$ cat src/rtl/i2c_cfg_sequencer.sv
// Purpose: walks a fixed table of codec configuration words out through an I2C byte engine, with retry and timeout.
// Latency: o_req rises one cycle after an accepted i_start; transfers are separated by GAP_CYCLES idle cycles.
// Backpressure: one transfer in flight; the next o_req waits for i_done (or timeout) plus the gap.
module i2c_cfg_sequencer #(
   parameter int NUM_CMDS       = 11,
   parameter int MAX_RETRY      = 3,
   parameter int GAP_CYCLES     = 8,
   parameter int TIMEOUT_CYCLES = 4096
) (
   input  logic        i_clk,
   input  logic        i_rst_n,
   input  logic        i_start,
   output logic        o_busy,
   output logic        o_finished,
   output logic        o_error,
   output logic        o_req,
   output logic [6:0]  o_dev_addr,
   output logic [15:0] o_word,
   input  logic        i_done,
   input  logic        i_nack,
   output logic [3:0]  o_cmd_idx
);

   localparam int RW = (MAX_RETRY > 0) ? $clog2(MAX_RETRY + 1) : 1;
   localparam int GW = (GAP_CYCLES > 1) ? $clog2(GAP_CYCLES + 1) : 1;
   localparam int TW = (TIMEOUT_CYCLES > 1) ? $clog2(TIMEOUT_CYCLES + 1) : 1;
   localparam logic [3:0] LAST_IDX = 4'(NUM_CMDS - 1);

   typedef enum logic [2:0] {IDLE, ISSUE, WAIT, GAP, DONE, ERROR} state_t;

   state_t        state;
   logic [RW-1:0] retry_cnt;
   logic [GW-1:0] gap_cnt;
   logic [TW-1:0] to_cnt;
   logic          last_ok;    // outcome of the transfer that led into GAP
   logic [3:0]    issue_idx;  // index to send when GAP expires

   // Codec register/data words, sent in index order.
   function automatic logic [15:0] cfg_word(input logic [3:0] idx);
      case (idx)
         4'd0:    cfg_word = 16'h1E00;
         4'd1:    cfg_word = 16'h0097;
         4'd2:    cfg_word = 16'h0297;
         4'd3:    cfg_word = 16'h0479;
         4'd4:    cfg_word = 16'h0679;
         4'd5:    cfg_word = 16'h0815;
         4'd6:    cfg_word = 16'h0A00;
         4'd7:    cfg_word = 16'h0C00;
         4'd8:    cfg_word = 16'h0E42;
         4'd9:    cfg_word = 16'h1019;
         4'd10:   cfg_word = 16'h1201;
         default: cfg_word = 16'h0000;
      endcase
   endfunction

   assign o_dev_addr = 7'h1A;
   assign issue_idx  = last_ok ? (o_cmd_idx + 4'd1) : o_cmd_idx;

   // Sequencer FSM; every output is a register updated on the transition that changes it.
   always_ff @(posedge i_clk or negedge i_rst_n) begin
      if (!i_rst_n) begin
         state      <= IDLE;
         o_req      <= 1'b0;
         o_busy     <= 1'b0;
         o_finished <= 1'b0;
         o_error    <= 1'b0;
         o_cmd_idx  <= 4'd0;
         o_word     <= 16'h0000;
         retry_cnt  <= '0;
         gap_cnt    <= '0;
         to_cnt     <= '0;
         last_ok    <= 1'b0;
      end else begin
         o_req <= 1'b0;
         case (state)
            IDLE, DONE, ERROR: begin
               if (i_start) begin
                  state      <= ISSUE;
                  o_finished <= 1'b0;
                  o_error    <= 1'b0;
                  o_cmd_idx  <= 4'd0;
                  retry_cnt  <= '0;
                  o_req      <= 1'b1;
                  o_busy     <= 1'b1;
                  o_word     <= cfg_word(4'd0);
               end
            end
            ISSUE: begin
               state  <= WAIT;
               to_cnt <= '0;
            end
            WAIT: begin
               if (i_done && !i_nack) begin
                  retry_cnt <= '0;
                  last_ok   <= 1'b1;
                  gap_cnt   <= '0;
                  to_cnt    <= '0;
                  state     <= GAP;
               end else if (i_done || (to_cnt == TW'(TIMEOUT_CYCLES - 1))) begin
                  // A silent engine is treated exactly like a NACK.
                  to_cnt <= '0;
                  if (retry_cnt < RW'(MAX_RETRY)) begin
                     retry_cnt <= retry_cnt + RW'(1);
                     last_ok   <= 1'b0;
                     gap_cnt   <= '0;
                     state     <= GAP;
                  end else begin
                     state   <= ERROR;
                     o_error <= 1'b1;
                     o_busy  <= 1'b0;
                  end
               end else begin
                  to_cnt <= to_cnt + TW'(1);
               end
            end
            GAP: begin
               if (gap_cnt == GW'(GAP_CYCLES - 1)) begin
                  gap_cnt <= '0;
                  if (last_ok && (o_cmd_idx == LAST_IDX)) begin
                     state      <= DONE;
                     o_finished <= 1'b1;
                     o_busy     <= 1'b0;
                  end else begin
                     state     <= ISSUE;
                     o_cmd_idx <= issue_idx;
                     o_word    <= cfg_word(issue_idx);
                     o_req     <= 1'b1;
                  end
               end else begin
                  gap_cnt <= gap_cnt + GW'(1);
               end
            end
            default: state <= IDLE;
         endcase
      end
   end

endmodule
$ cat config.mk
export PLATFORM = sky130hd
export DESIGN_NAME = i2c_cfg_sequencer
export DESIGN_NICKNAME = d
export VERILOG_FILES = /design/src/rtl/i2c_cfg_sequencer.sv
export SDC_FILE = /design/constraint.sdc
export NUM_CORES = 1
export LEC_CHECK = 0
export CORE_ASPECT_RATIO = 0.9
export CORE_UTILIZATION = 45
export CTS_CLUSTER_DIAMETER = 100
export DETAILED_ROUTE_END_ITERATION = 16
export GPL_TIMING_DRIVEN = 0
export PLACE_DENSITY = 0.68
export SYNTH_ARGS = -nofsm -noshare
export SYNTH_HDL_FRONTEND = slang
export SYNTH_SLANG_ARGS = --single-unit
$ cat constraint.sdc
create_clock -name i_clk -period 2.7 [get_ports i_clk]
set_input_delay 0.54 -clock i_clk [delete_from_list [all_inputs] [get_ports i_clk]]
set_output_delay 0.54 -clock i_clk [all_outputs]
set_load 0.01 [all_outputs]
* After elaboration in Yosys (flattened, before gate mapping)
Memory sizes are Yosys's and may differ from the RTL's. Index checks and enable logic that the tools add are counted.
Cells by class: add/sub/neg operators 4, magnitude comparators 1, eq/ne operators 17, muxes and demuxes 51, reduce and logical (&&, ||, !) cells 21
Operator list (number):
- $mux W16 | 3
- $mux W4 | 8
- $pmux W16 S2 | 1
- $mux W13 | 2
- $pmux W13 S2 | 1
- $mux W1 | 18
- $mux W3 | 6
- $pmux W4 S2 | 2
- $ne A2 B2 Y1 const B | 7
- $add A13 B1 Y13 const B | 1
- $eq A13 B12 Y1 const B | 1
- $pmux W3 S4 | 1
- $reduce_and A4 Y1 | 3
- $reduce_bool A2 Y1 | 6
- $reduce_and A3 Y1 | 3
- $add A4 B1 Y4 const B | 2
- $mux W2 | 4
- $reduce_and A7 Y1 | 1
- $eq A3 B2 Y1 const B | 2
- $eq A3 B3 Y1 const B | 2
- $ne A3 B3 Y1 const B | 2
- $pmux W1 S2 | 3
- $reduce_and A5 Y1 | 1
- $eq A4 B3 Y1 const B | 1
- other kinds (12) | 13
Storage, ports and cells: flip-flop bits (word level) 47, ROM bits 192, bits of input ports 5, logic and storage cells 106, memories 1
Memories:
- (no name shown) | depth 16, width 12, rd ports 1, clocked after memory_dff 0, write ports 0, RTL line 40 | case (idx)

* Depth between registers and ports, before layout
Gate-level depths: netlist (run 1). An unclocked memory read counts as a cell.
word-level depth 6, depth in mapped cells 9, depth with buffers taken out 9

* Worst setup path before layout (run 1)
No wires, ideal clock.
kind flip-flop to flip-flop, start register o_cmd_idx[0], end register o_word[10], setup time 0.082 ns, data arrival time 1.891 ns, setup slack 0.727 ns, stages on the path, launching flop included 9, path buffers 0, period minus slack after synthesis 1.973 ns, cell sequence dfrtp_1 > inv_1 > ha_1 > inv_1 > mux2i_1 > ha_1 > nor3b_1 > nand2_1 > a31oi_1
On the way: cells in the longest elaborated chain, start to end 6, elaborated cells between the ends (all ways) 10, classes of those cells add/sub: 1; eq/ne: 2; mux: 4; reduce/logical: 2; memory: 1
Ends and longest elaborated chain:
- start, declared | RTL line 21 | output logic [3:0] o_cmd_idx
- start signal, assigned | RTL line 125 | o_cmd_idx <= issue_idx;
- $add A4 B1 Y4 | RTL line 57 | assign issue_idx = last_ok ? (o_cmd_idx + 4'd1) : o_cmd_idx;
- $mux W4 | RTL line 57
- $mem_v2 Z16 W12
- $mux W16 | RTL line 119 | if (last_ok && (o_cmd_idx == LAST_IDX)) begin
- $mux W16 | RTL line 117 | if (gap_cnt == GW'(GAP_CYCLES - 1)) begin
- $pmux W16 S2 | RTL line 75 | case (state)
- end signal, assigned | RTL line 85 | o_word <= cfg_word(4'd0);
- end signal, assigned | RTL line 126 | o_word <= cfg_word(issue_idx);
- end, declared | RTL line 18 | output logic [15:0] o_word,
Several ways; a longest one is shown, not always the timed one. The select of a mux whose other input is x is not followed. A chain may end at the register's enable or synchronous reset.

* Final worst setup path (run 1)
start register o_cmd_idx[0], end register o_word[1]
Same word-level chain as after synthesis.

==> impl_metrics.tcl, run 1 <==
set metrics [dict create \
    final-hold-violation-count 0 \
    netSwitchingFraction_pct 39.6 \
    ir_drop_mv 0.581 \
    synthTopCellsByArea "dfrtp_1 42%, ha_1 4.4%, buf_4 3.5%, nand2_1 3.4%, a31oi_1 2.9%" \
    whs_ns 0.157 \
    yosys.area_share.simple_pct 20.3 \
    remaining_drc_errors 0 \
    crit-reg2reg-capture "o_word[1]" \
    ys_warn_count 0 \
    fmax_mhz 426 \
    nets 319 \
    grt_use_met3_pct 3.85 \
    wl_um 5740 \
    grt_use_met1_pct 33.5 \
    synth_ff_type "dfrtp_1" \
    clockPowerShare_pct 15.8 \
    root_buffer "clkbuf_8" \
    synth.area.mux_share_pct 2.73 \
    synth_area_mm2 0.00257 \
    post_cts_buffers 0 \
    cts_resized 0 \
    holdBufCountCts 0 \
    finalInstanceArea_mm2 0.00304 \
    core_area_mm2 0.00538 \
    track_usage_pct 21.8 \
    synth_compound_area_share_pct 20.6 \
    combPwrFrac_pct 49.8 \
    rrSetupSlack_ns 0.35 \
    clk_latency_ns 0.30 \
    gp_congestion 0.845 \
    hold_class "primary input to async pin" \
    drive_gt1_share_pct 11.8 \
    cap_viol_max_count 0 \
    drt-pass1-iter-count 4 \
    antenna_found_initial 0 \
    first_global_vias 1997 \
    start_util_pct 47.7 \
    portBuffers 24 \
    rr_worst_depth 9 \
    power_frac_seq_pct 34.3 \
    synth_edf_count 0 \
    crit_fanout 6 \
    leakage_nw 1.37 \
    required_ns 2.92 \
    busiest_layer "met1" \
    h-tree-depth 2 \
    power.density_mw_per_mm2 951 \
    async_flop_share_pct 100 \
    drtIter0Drc 196 \
    syn_area_per_cell_um2 9.73 \
    synth_top_cell_area_share_pct 41.9 \
    power.switching_mw 1.15 \
    grtUsageMet2_pct 29.9 \
    fin_tns_setup_ns 0 \
    worst_setup_path_end_kind "flop" \
    yosysMostFrequentCell "dfrtp_1" \
    avgViaCountPerCell 5.69 \
    synth_top_family_by_area "compound AO/OA/AOI/OAI gates" \
    num_rows 25 \
    place_ws_ns 0.164 \
    cts.clk_slew.worst_paths_ns 0.08 \
    area_growth_pct 18.4 \
    maxSlewViolCount 0 \
    p_int_mw 1.75 \
    grt_max_degree 30 \
    r2r-start "o_cmd_idx[0]" \
    tightest_slew_ns 0.821 \
    die_area_mm2 0.00601 \
    fin_ws_ns 0.355 \
    finalCriticalPeriod_ns 2.35 \
    rsz0062_at_grt "false" \
    nFillCells 479 \
    synthTopCellsByCount "43 x dfrtp_1, 23 x nand2_1, 13 x nand3_1" \
    tritoncts "yes" \
    setup_violations 0 \
    dp_hpwl_um 4110 \
    status "finished, final reports clean" \
    cts_sinks 43 \
    startpoint_type "flop" \
    post-route-period-util_pct 86.9 \
    yosysSeqAreaShare_pct 41.9 \
    ant_nets 0 \
    diodes 0 \
    crit_type "flop to flop" \
    cts_buffers 5 \
    vias 2121 \
    synth_cell_types 60 \
    die_w_um 81.6 \
    fin_skew_ns 0.00429 \
    ios 36 \
    clk_path_buf_depth 2 \
    dpl_cell_area_mm2 0.00294 \
    grt_pass1_wl_um 9870 \
    ys_ff_latch 43 \
    cp-startpoint "o_cmd_idx[0]" \
    wl_per_cell_um 15.4 \
    synthAdderAreaFrac_pct 4.39 \
    grt.overflow.total 0 \
    yosysTopAreaCell "dfrtp_1" \
    die_y_um 73.7 \
    slew_headroom_pct 44.7 \
    synth_xor_area_share_pct 2.05 \
    synth_cells 264 \
    critPathArrivalTime_ns 2.56 \
]
-- worst max path at each step --
| stage | end | cells past startpoint |
|---|---|---|
| after global placement | o_word[9] | 1 |
| after CTS | o_word[10] | 8 |
| after global routing | o_word[1] | 9 |
| after detailed placement | to_cnt[10] | 6 |
| after floorplan | o_word[10] | 8 |
| final | o_word[1] | 9 |
-- power by group through the flow --
stage          clock network (mW)  registers [mW]  logic [mW]
2_1_floorplan                   0            1.03       0.894
3_3_place_gp                    0           0.998        1.42
3_5_place_dp                    0            1.00        1.43
4_1_cts                     0.470           0.990        1.44
5_1_grt                     0.490            1.02        1.61
6_report                    0.458           0.992        1.44
-- metrics by stage --
stage,power (mW),util (%),cells
detailed placement,2.43,54.7,365
global route,3.12,56.5,373
finish,2.89,56.5,373
floorplan,1.93,-,273
global placement,2.41,54.4,364
CTS,2.90,56.5,373
-- cell type report --
type | instances | area (um^2) | share of cell area [%]
plain buffers | 24 | 155 | 5.10
clock buffers | 8 | 100 | 3.29
flip-flops and latches | 43 | 1080 | 35.4
repair buffers | 25 | 255 | 8.40
multi-input cells | 194 | 1330 | 43.6
inverters | 12 | 45.0 | 1.48
well taps | 67 | 83.8 | 2.76
-- layer usage --
metal | vias to the layer above | routed length (um) | share of wire, %
li1 | 1040 | - | -
met1 | 1005 | 2870 | 50
met2 | 69 | 2460 | 43
met3 | 7 | 334 | 5.8
met4 | 0 | 76 | 1.3
met5 | - | 0 | 0
-- critical path, cell delays in order (launching register included) --
cell and delay [ns]:
dfrtp_1 0.45, inv_1 0.07, ha_1 0.30, inv_1 0.04, mux2i_1 0.41, ha_1 0.22, inv_1 0.08, nor3_1 0.41
mux2i_1 0.13, o21ai_0 0.17
-- flip-flops by register name (all words and copies together), names as in the netlist --
name and count:
o_error 1, gap_cnt 4, o_req 1, state 3
o_busy 1, to_cnt 13, o_finished 1, last_ok 1
retry_cnt 2, o_cmd_idx 4, o_word 12
-- layout by cell type, fill, tap and decap left out, drive strengths merged, types with 3 or more instances in the layout --
| master | instances |
|---|---|
| clkbuf | 12 |
| nor2 | 7 |
| clkdlybuf4s50 | 23 |
| nor3 | 12 |
| o21ai | 12 |
| a31oi | 12 |
| or3 | 3 |
| nand2b | 5 |
| inv | 12 |
| dfrtp | 43 |
| and3 | 3 |
| a21oi | 10 |
| o2bb2ai | 4 |
| buf | 22 |
| xnor2 | 3 |
| o41ai | 3 |
| a22o | 3 |
| mux2i | 7 |
| nand3b | 3 |
| and4 | 3 |
| nand3 | 13 |
| and3b | 4 |
| xor2 | 3 |
| conb | 11 |
| ha | 9 |
| nand4 | 5 |
| nand2 | 23 |
-- logic make-up (layout without fill, tap and decap cells) --
| logic type | count (synthesis) | after routing |
|---|---|---|
| AOI/OAI and AO/OA | 71 | 71 |
| muxes | 7 | 7 |
| xor gates and xnor gates | 6 | 6 |
| and+or+nand+nor | 90 | 90 |
| adders and majority gates | 9 | 9 |
| other | 2 | 11 |
| DFF | 43 | 43 |
| buffers and inverters | 36 | 69 |
Note: power is estimated with default switching activity, not from simulation.
==> inputs of run 2 (changes only) <==
--- a/config.mk
+++ b/config.mk
@@ -6,11 +6,11 @@
 export NUM_CORES = 1
 export LEC_CHECK = 0
 export CORE_ASPECT_RATIO = 0.9
-export CORE_UTILIZATION = 45
+export CORE_UTILIZATION = 55
 export CTS_CLUSTER_DIAMETER = 100
 export DETAILED_ROUTE_END_ITERATION = 16
 export GPL_TIMING_DRIVEN = 0
-export PLACE_DENSITY = 0.68
+export PLACE_DENSITY = 0.8
 export SYNTH_ARGS = -nofsm -noshare
 export SYNTH_HDL_FRONTEND = slang
 export SYNTH_SLANG_ARGS = --single-unit
==> impl_metrics.tcl, run 2 (synthesized netlist as in run 1, its figures left out) <==
set metrics [dict create \
    status "finished, final reports clean" \
    grt_pass1_wl_um 9560 \
    num_rows 23 \
    placedCellCount 360 \
    power.switching_mw 1.17 \
    finalCriticalPeriod_ns 2.46 \
    vias 2187 \
    first_global_vias 2038 \
    grt_max_degree 26 \
    reg.largest.list "to_cnt x13, o_word x12" \
    hold_class "primary input to async pin" \
    crit_fanout 6 \
    drtIter0Drc 150 \
    most-common-layout-cells "43 x dfrtp_1, 23 x nand2_1, 23 x clkdlybuf4s50_1" \
    h-tree-depth 2 \
    die_w_um 74.0 \
    slew_headroom_pct 45.4 \
    p_int_mw 1.75 \
    track_usage_pct 26.2 \
    drive_gt1_share_pct 11.8 \
    clk_path_buf_depth 2 \
    startpoint_type "flop" \
    area_growth_pct 18.2 \
    gp_congestion 0.946 \
    max_stage_delay_ns 0.48 \
    power.density_mw_per_mm2 960 \
    die_area_mm2 0.00495 \
    dp_hpwl_um 4100 \
    avgViaCountPerCell 5.94 \
    tritoncts "yes" \
    worst_setup_path_end_kind "flop" \
    final_cells 368 \
    final-hold-violation-count 0 \
    holdBufCountCts 0 \
    clk_latency_ns 0.31 \
    cts.clk_slew.worst_paths_ns 0.08 \
    cts_resized 0 \
    crit_type "flop to flop" \
    clockPowerShare_pct 15.7 \
    drt-pass1-iter-count 4 \
    cap_viol_max_count 0 \
    crit_slowest_cell "nor3b_1" \
    setup_violations 0 \
    cp.buffers_inverters 2 \
    maxSlewViolCount 0 \
    tightest_slew_ns 0.810 \
    fin_skew_ns 0.00904 \
    core_area_mm2 0.00446 \
    worstPathCellList "inv_1 -> ha_1 -> inv_1 -> mux2i_1 -> ha_1 -> nor3b_1 -> mux2i_1 -> o21ai_0" \
    rsz0062_at_grt "false" \
    largest_reg_flops 13 \
    nets 319 \
    combPwrFrac_pct 50.2 \
    top_register "to_cnt" \
    start_util_pct 57.6 \
    wl_um 5660 \
    final_common_cell "dfrtp_1" \
    crit_family "adder cells" \
    diodes 0 \
    wl_per_cell_um 15.4 \
    power_frac_seq_pct 34.0 \
    cts_buffers 5 \
    critPathArrivalTime_ns 2.69 \
    ios 36 \
    portBuffers 24 \
    antenna_found_initial 0 \
    netSwitchingFraction_pct 40.0 \
    leakage_nw 1.37 \
    ir_drop_mv 0.509 \
    cts_sinks 43 \
    required_ns 2.93 \
    die_y_um 66.8 \
    whs_ns 0.179 \
    remaining_drc_errors 0 \
    grt.overflow.total 0 \
    fmax_mhz 406 \
    post_cts_buffers 0 \
    ant_nets 0 \
    root_buffer "clkbuf_8" \
    p_total_mw 2.91 \
    post-route-period-util_pct 91.2 \
]
==> run 2: cell counts in the layout (fill, tap and decap cells not counted) <==
Identical to the previous run, type by type.
==> run 2: routing by layer <==
layer	vias to the layer above	global-route usage [%]	wire (um)
li1	1048	-	-
met4	0	10.8	102
met2	65	37.4	2480
met1	1063	37.0	2750
met3	11	7.11	338
met5	-	0	0
==> run 2: area by class of cell <==
cell class              count  area (um^2)
fillers                   356         1430
multi-input cells         194         1330
flip-flops and latches     43         1080
repair buffers             25          255
plain buffers              24          155
clock buffers               8          100
well taps                  62         77.6
inverters                  12         45.0
==> run 2: worst register-to-register path, delay by kind of cell (launching register included) <==
family	cells	cell delay, ns
adders and majority gates	2	0.58
muxes	2	0.56
and+or+nand+nor	1	0.48
DFF	1	0.45
AOI/OAI and AO/OA	1	0.17
buffers and inverters	2	0.13
==> run 2: per-stage QoR <==
stage               worst slack, ns  setup TNS [ns]  area [um^2]  utilization [%]
global placement            -0.0260           -1.02         2920             65.4
detailed placement            0.174               0         2930             65.8
floorplan                     0.727               0         2600                -
finish                        0.239               0         3030             68.0
CTS                           0.256               0         3030             68.0
global route                0.00381               0         3030             68.0
==> run 2: worst paths after layout <==
path,from,endpoint,slack (ns),cells after the start
max,o_cmd_idx[0],o_word[1],0.24,8
min,i_rst_n,gap_cnt[2],0.18,1
max reg2reg,o_cmd_idx[0],o_word[1],0.24,8
min reg2reg,retry_cnt[0],retry_cnt[0],0.49,1
max in group asynchronous,i_rst_n,retry_cnt[0],2.04,2
min in group i_clk,retry_cnt[0],retry_cnt[0],0.49,1
==> run 2: power groups by stage <==
stage / clock (mW) / combinational [mW] / sequential [mW]
2_1_floorplan: 0 / 0.894 / 1.03
3_3_place_gp: 0 / 1.41 / 0.994
3_5_place_dp: 0 / 1.44 / 1.00
4_1_cts: 0.472 / 1.46 / 0.990
5_1_grt: 0.489 / 1.62 / 1.02
6_report: 0.458 / 1.46 / 0.991
==> RTL edit, RTL diff (flow settings as in run 2) <==
Re-encode `state_t` (6 states) as one-hot, 6 bits wide.
--- a/src/rtl/i2c_cfg_sequencer.sv
+++ b/src/rtl/i2c_cfg_sequencer.sv
@@ -28,3 +28,3 @@
 
-   typedef enum logic [2:0] {IDLE, ISSUE, WAIT, GAP, DONE, ERROR} state_t;
+   typedef enum logic [5:0] {IDLE = 6'b000001, ISSUE = 6'b000010, WAIT = 6'b000100, GAP = 6'b001000, DONE = 6'b010000, ERROR = 6'b100000} state_t;
 
Check against the original RTL: same outputs for any inputs over 10 cycles, from zero or initial values and one cycle with i_rst_n low; not proved beyond that.
==> RTL edit against run 2 <==
Final area down 2.7%. Fmax hardly changed. Critical endpoint is now to_cnt[8]$_DFFE_PN0P_. Wire length shrank 7.5%. Synthesized area fell by 3.4%. Worst setup slack got worse by 0.0013 ns. Sequential cell count grew 3. Utilization up 2.1 points. Clock skew shrank 0.0029 ns.
Power is not compared: it rests on default switching activity, and its combinational part moved more than twofold at a synthesized area within 25%.
==> RTL edit: results (changes against run 2) <==
{| class="wikitable"
! Metric !! Value
|-
| Antenna diode count || 0 (unchanged)
|-
| Run status || finished clean
|-
| Routed met3 length || 221 um (-35%)
|-
| DR WL met2 || 2350 um (-5.0%)
|-
| Placed cell areas || 2850 sq um (-2.8%)
|-
| Total routed wire length on the met1 layer || 2580 um (-6.2%)
|-
| Met2 capacity usage during global routing || 38.3% (+0.93 points)
|-
| Number of multi-input combinational cells in the layout || 200 (+3.1%)
|-
| CLK BUF || 7 (-1)
|-
| Registers with the highest flip-flop counts || to_cnt: 13 flops, o_word: 12 flops, state: 6 flops
|-
| First-pass GRT wire length || 8890 um (-7.0%)
|-
| Violation count after the first detailed-route iteration || 186 (+24%)
|-
| Maximum level of the CTS H-tree || 2 (unchanged)
|-
| Area used by multi-input combinational logic || 1220 sq um (-7.7%)
|-
| Final worst hold slack || 0.217 ns (+0.0381 ns)
|-
| Worst flop-to-flop path endpoint || to_cnt[8]$_DFFE_PN0P_
|-
| Headroom to the max-slew limit || 44.3% (-1.0 points)
|-
| Ratio of cells with drive above 1 in the final layout || 8.79% (-3.0 points)
|-
| Met1 Resource Use GR || 34.7% (-2.4 points)
|-
| Clock insertion delay at the later pin of the skew report || ~0.30 ns
|-
| Flip-flop and latch count after synthesis || 46 (+7.0%)
|-
| Sequential cell area fraction in the yosys report || 46.5% (+4.6 points)
|-
| Sequential fraction of total cell area || 39.0% (+3.6 points)
|-
| Number of vias per cell || 5.70 (-4.0%)
|-
| Via count of the first global-routing pass || 1902 (-6.7%)
|-
| Startpoint of the lowest-slack register-to-register path || state[4]$_DFFE_PN0P_
|-
| Met3 track demand over resource in global routing || 4.14% (-3.0 points)
|-
| Distinct cells, synth || 52 (-13%)
|-
| Routability cong. || 0.861 (-9.0%)
|-
| Setup bufs post-CTS || 0 (unchanged)
|-
| Maximum number of pins on one net before global-route repair || 25 (-3.8%)
|-
| Combined global-route utilization of all metal layers || 24.4% (-1.7 points)
|-
| Top layer reached by signal wires || met4
|-
| Top cells by area, synth || dfrtp_1, nand2_1, o21ai_0
|-
| Mean routed wirelength per cell || 14.3 um (-7.3%)
|-
| Non-Clock Buffer Area Fraction || 12.6% (-0.89 points)
|-
| Worst Path Max Fanout || 10 (+4)
|-
| Non-filler cells in the finished layout || 367 (-0.27%)
|-
| FF-to-FF path depth || 6 (-2)
|-
| Clock Skew || 0.00619 ns (-0.00285 ns)
|-
| Detail Placement HPWL || 3780 um (-7.9%)
|-
| Number of cells in the design after placement || 359 (-0.28%)
|}
RTL edit: power by group through the flow:
stage                     Clock (mW)  Sequential (mW)  Combinational (mW)
final                          0.429            0.857               0.626
after floorplan                    0            0.851               0.452
after global routing           0.471            0.872               0.714
after global placement             0            0.862               0.593
after CTS                      0.440            0.855               0.622
after detailed placement           0            0.867               0.615
RTL edit: critical path, cell delays in order, from the launching register on:
cell	delay [ns]
dfrtp_1	0.47
or4_4	0.60
or3_4	0.39
nor2_1	0.38
buf_2	0.31
nand4_1	0.12
mux2i_1	0.13
RTL edit: cells by family (layout without fill, tap and decap cells):
logic type	Yosys count	after routing	synth area share, %
compound gates	74	74	19.4
simple gates	98	98	20.5
buf+inv	28	61	5.95
xor+xnor	6	6	2.12
flops	46	46	46.5
fa+ha+maj	8	8	4.04
mux	3	3	1.21
other cells	2	11	0.303
RTL edit: how the worst max path moves through the flow:
stage                                     endpoint  slack (ns)  cells past startpoint
after floorplan              to_cnt[7]$_DFFE_PN0P_        0.48                      5
after global placement       o_word[3]$_DFFE_PN0P_       -0.17                      1
after detailed placement    o_word[11]$_DFFE_PN0P_        0.13                      6
after CTS                 retry_cnt[1]$_DFFE_PN0P_        0.18                      6
after global routing        gap_cnt[3]$_DFFE_PN0P_        0.05                      6
final                        to_cnt[8]$_DFFE_PN0P_        0.24                      6
RTL edit: stage by stage:
step                setup slack [ns]  util [%]
floorplan                      0.477         -
global placement              -0.169      67.2
detailed placement             0.128      67.7
CTS                            0.183      69.9
global route                  0.0533      70.1
finish                         0.238      70.1
